## src/rtl/uart_tx_arbiter.sv

```systemverilog
// Round-robin arbiter sharing the uart_top TX FIFO write port among N_REQ byte streams.
// Optional per-grant header byte (8'hC0 | owner index) when UART_ARB_HDR_EN is defined.
module uart_tx_arbiter #(
  parameter int N_REQ     = 4,
  parameter int MAX_BURST = 16
) (
  input  logic               i_sys_clk,
  input  logic               i_sys_rst_n,
  input  logic [N_REQ-1:0]   i_req_valid,
  input  logic [8*N_REQ-1:0] i_req_data,
  input  logic [N_REQ-1:0]   i_req_last,
  output logic [N_REQ-1:0]   o_req_ready,
  output logic [N_REQ-1:0]   o_grant,
  output logic [7:0]         o_tx_data,
  output logic               o_tx_write_en,
  input  logic               i_tx_full,
  output logic               o_busy
);
  localparam int IW = (N_REQ > 1) ? $clog2(N_REQ) : 1;
  localparam int CW = $clog2(MAX_BURST + 1);

  typedef enum logic [1:0] {
    IDLE = 2'd0,
    HDR  = 2'd1,
    XFER = 2'd2
  } state_t;

  state_t        state_q, state_d;
  logic [IW-1:0] gidx_q, gidx_d;
  logic [IW-1:0] ptr_q, ptr_d;
  logic [CW-1:0] cnt_q, cnt_d;
  logic [CW-1:0] cnt_inc;

  logic [N_REQ-1:0] gnt_oh;
  logic             sel_valid;
  logic             sel_last;
  logic [7:0]       sel_data;
  logic [IW-1:0]    pick_idx;
  logic             pick_vld;
  logic [IW:0]      rr_sum;

  // Route the current owner's stream onto the shared path.
  always_comb begin
    gnt_oh    = '0;
    sel_valid = 1'b0;
    sel_last  = 1'b0;
    sel_data  = '0;
    for (int k = 0; k < N_REQ; k++) begin
      if (gidx_q == IW'(k)) begin
        gnt_oh[k] = 1'b1;
        sel_valid = i_req_valid[k];
        sel_last  = i_req_last[k];
        sel_data  = i_req_data[8*k +: 8];
      end
    end
  end

  // Scan from the farthest offset down so the nearest valid requester at/after ptr wins.
  always_comb begin
    pick_idx = '0;
    pick_vld = 1'b0;
    rr_sum   = '0;
    for (int i = N_REQ - 1; i >= 0; i--) begin
      rr_sum = {1'b0, ptr_q} + (IW+1)'(i);
      if (rr_sum >= (IW+1)'(N_REQ)) rr_sum = rr_sum - (IW+1)'(N_REQ);
      if (i_req_valid[rr_sum[IW-1:0]]) begin
        pick_idx = rr_sum[IW-1:0];
        pick_vld = 1'b1;
      end
    end
  end

`ifdef UART_ARB_HDR_EN
  logic [2:0] hdr_idx;
  assign hdr_idx = 3'(gidx_q);
`endif

  always_comb begin
    state_d       = state_q;
    gidx_d        = gidx_q;
    ptr_d         = ptr_q;
    cnt_d         = cnt_q;
    cnt_inc       = cnt_q + CW'(1);
    o_req_ready   = '0;
    o_grant       = '0;
    o_tx_data     = '0;
    o_tx_write_en = 1'b0;
    o_busy        = (state_q != IDLE);
    case (state_q)
      IDLE: begin
        if (pick_vld) begin
          gidx_d = pick_idx;
`ifdef UART_ARB_HDR_EN
          state_d = HDR;
`else
          state_d = XFER;
`endif
        end
      end
`ifdef UART_ARB_HDR_EN
      HDR: begin
        o_grant = gnt_oh;
        if (!i_tx_full) begin
          o_tx_write_en = 1'b1;
          o_tx_data     = 8'hC0 | {5'b0, hdr_idx};
          state_d       = XFER;
        end
      end
`endif
      XFER: begin
        o_grant = gnt_oh;
        if (!i_tx_full) o_req_ready = gnt_oh;
        if (sel_valid && !i_tx_full) begin
          o_tx_write_en = 1'b1;
          o_tx_data     = sel_data;
          // Release on end of packet or when the burst cap is reached.
          if (sel_last || cnt_inc == CW'(MAX_BURST)) begin
            ptr_d   = (gidx_q == IW'(N_REQ - 1)) ? '0 : gidx_q + IW'(1);
            cnt_d   = '0;
            state_d = IDLE;
          end else begin
            cnt_d = cnt_inc;
          end
        end
      end
      default: state_d = IDLE;
    endcase
  end

  always_ff @(posedge i_sys_clk or negedge i_sys_rst_n) begin
    if (!i_sys_rst_n) begin
      state_q <= IDLE;
      gidx_q  <= '0;
      ptr_q   <= '0;
      cnt_q   <= '0;
    end else begin
      state_q <= state_d;
      gidx_q  <= gidx_d;
      ptr_q   <= ptr_d;
      cnt_q   <= cnt_d;
    end
  end

endmodule

```

## config.mk

```make
export PLATFORM = sky130hd
export DESIGN_NAME = uart_tx_arbiter
export DESIGN_NICKNAME = d
export VERILOG_FILES = /design/src/rtl/uart_tx_arbiter.sv
export SDC_FILE = /design/constraint.sdc
export NUM_CORES = 1
export LEC_CHECK = 0
export ABC_AREA = 1
export CAP_MARGIN = 20
export CORE_UTILIZATION = 43
export CTS_BUF_LIST = sky130_fd_sc_hd__clkbuf_16
export CTS_CLUSTER_SIZE = 24
export DETAILED_ROUTE_END_ITERATION = 8
export GPL_TIMING_DRIVEN = 0
export HOLD_SLACK_MARGIN = 0.03
export PLACE_DENSITY = 0.89
export REMOVE_ABC_BUFFERS = 1
export SYNTH_ARGS = -nofsm -noshare
export SYNTH_HDL_FRONTEND = slang
export SYNTH_SLANG_ARGS = --single-unit
```

## constraint.sdc

```tcl
create_clock -name i_sys_clk -period 2.5 [get_ports i_sys_clk]
set_input_delay 0.25 -clock i_sys_clk [delete_from_list [all_inputs] [get_ports i_sys_clk]]
set_output_delay 0.25 -clock i_sys_clk [all_outputs]
set_load 0.02 [all_outputs]
```

==> impl_results.md <==
* Outcome: finished, final reports clean
* Fill cells at 211
* # DRC at 0
* Clock sinks at 10
* Post-synthesis sequential area ratio at 20.7%
* CP startpoint: gidx_q[1]$_DFFE_PN0P_
* ANT cells at 0
* Total Routed Length at 3440 µm
* Initial antenna violation count at 0
* Leakage Power at 0.000932 µW
* Worst vdd ir at 0.000773 V
* Synth Cell Area at 0.00121 mm²
* First-pass GRT wire length at 5300 µm
* Unrepaired setup endpoints after global routing: false
* Setup TNS at 0 ns
* Initial DRC Count at 41
* Met3 usage at 4.37%
* # port buffers at 60
* Met2 Track Usage GR at 43.2%
* Max frequency at 432 MHz
* Ports at 61
* Post-Place Setup Slack at -0.0261 ns
* Clock skew at 0.00143 ns
* Hold Vio Cnt, Final at 0
* H-tree levels at 1
* Final Cycle Share at 92.6%
* Root Buffer: clkbuf_16
* ANT nets after route at 0
* Slew Limit Fails at 0
* Critical Path Sink Type: output port
* Routability congestion estimate at 0.815
* Crit path time final at 2.31 ns
* CTS max path bufs at 2
* Final net count at 301
* CTS tree: done
* Maxcap violations at 0
* Commonest non-fill, non-tap cell in the layout: nand2_1
* Worst Setup Slack, final at 0.185 ns
* Area growth, synth to finish at 57.5%
* GR Overflow Total at 0
* Mean area per synthesized cell at 6.36 µm²
* Fin util at 74.1%
* Cells after Synth at 190
* Vias at 1432
* Drt via density at 5.08
* GR met1 Demand/Resource at 29.9%
* Worst skew pair latency at 0.24 ns
* Most Crowded Layer GR: met2
* Worst min-delay path class: in -> async
* WL/cell at 12.2 µm
* Seq. cell area at 250 µm²
* Vias in the first global route at 1211
* Largest net degree at the start of global routing at 21
* Synthesis-stage register bit count at 10
* Row cnt at 18
* Starting Density at 47.1%
* Slew margin rel. at 69.7%
* Synth Warn # at 0
* Highest-count cells in the layout ignoring fill and taps: nand2_1 (58), clkdlybuf4s50_1 (51), nor2_1 (20)
* Reg2reg start: gidx_q[1]$_DFFE_PN0P_
* Area of the multi-input gates at 842 µm²
* Die Ht at 55.0 µm
* Final setup violation count at 0
* Core area at 0.00257 mm²
* Slew @ Worst Pin at 0.453 ns
* Worst setup path class: reg -> out
* Post-DP HPWL at 2620 µm
* Die Span X at 55.0 µm
* Die Area at 0.00303 mm²
* Setup crit end: o_tx_data[0]
* CP Max Fanout at 14
* All-layer global routing usage at 24.8%
* Pwr dens at 1040 mW/mm²
* Post-synthesis cell type count at 27
* Cells on worst reg2reg path at 12
* Drt first pass iters at 4
* Startpoint Class: flop
* Data required, critical path at 2.25 ns
* Cts bufs inserted at 3
* Arrival time at the worst endpoint at 2.06 ns
* Terminus of the critical flop-to-flop path: ptr_q[0]$_DFFE_PN0P_
* Share of post-route cells with drive strength above 1 at 16.3%
* Clock transition at path regs at 0.04 ns
* Worst reg2reg setup slack at 0.66 ns
## synthesized netlist by cell type (all sizes together)
master  number  area, µm²
o21bai       1       18.8
ha           5       62.6
a22oi        8       60.1
nor3         1       10.0
nand3       10       55.1
dfrtp       10        250
nor2        23        109
xor2         3       33.8
buf          5       43.8
a21oi       11       58.8
a21o         1       7.51
clkbuf       1       3.75
inv         20       82.6
nand2       72        315
o21ai       18       90.1
o31ai        1       7.51
## metal layers
metal,up-vias,part of all wire (%)
li1,742,-
met1,631,42
met2,56,49
met3,3,8.2
met4,0,1.0
met5,-,0
## cell families (layout without fill, tap and decap cells)
family,Yosys count,after routing,synth area share [%]
AO/OA/AOI/OAI,40,40,20.1
XOR/XNOR,3,3,2.80
adder cells (fa/ha/maj),5,5,5.18
buffers and inverters,26,87,10.8
flip-flops,10,10,20.7
AND/OR/NAND/NOR,106,107,40.5
## stage by stage
stage,instances,cell area (µm²),total power (µW),hold slack (ns)
2_1_floorplan,184,1160,1240,-0.0456
3_3_place_gp,274,1800,1640,0.516
3_5_place_dp,274,1800,1660,0.529
4_1_cts,278,1870,1940,0.340
5_1_grt,282,1900,2190,0.378
6_report,282,1900,1990,0.331
## how the worst min path moves through the flow
stage	to
5_1_grt	ptr_q[1]$_DFFE_PN0P_
2_1_floorplan	cnt_q[0]$_DFFE_PN0P_
3_3_place_gp	cnt_q[1]$_DFFE_PN0P_
3_5_place_dp	cnt_q[4]$_DFFE_PN0P_
4_1_cts	cnt_q[4]$_DFFE_PN0P_
6_report	cnt_q[3]$_DFFE_PN0P_
## report_power, final
part | switching (µW) | internal [µW] | total [µW]
combinational | 815 | 579 | 1390
clock | 76.6 | 210 | 286
sequential | 90.0 | 217 | 307
total | 981 | 1010 | 1990
## worst max-delay path, cell delays in order (launching register included)
cell	delay, ns
dfrtp_1	0.40
inv_1	0.08
ha_2	0.29
nor2_4	0.20
buf_4	0.13
a22oi_1	0.05
o21ai_0	0.16
o21ai_0	0.10
nor2_1	0.08
dlygate4sd2_1	0.33
## cell type report
type / instances / share of cell area (%)
multi-input combinational: 155 / 44.2
tap: 30 / 1.97
clock buffer: 3 / 3.94
clock inverter: 1 / 0.197
timing repair buffer: 63 / 32.1
sequential: 10 / 13.1
inverter: 20 / 4.34
## registers in the layout (all words and copies together), names as in the netlist
name / flops
cnt_q: 5
gidx_q: 2
ptr_q: 2
state_q: 1
## repair_timing
action,in CTS,in global routing
endpoints found under the setup margin,9,3
hold buffers,0,0
pin swaps,1,1
hold endpoints to repair,0,0
buffers inserted,0,3
gates cloned,0,1
gates resized for setup,12,0
Power figures use the tool's default switching activity.
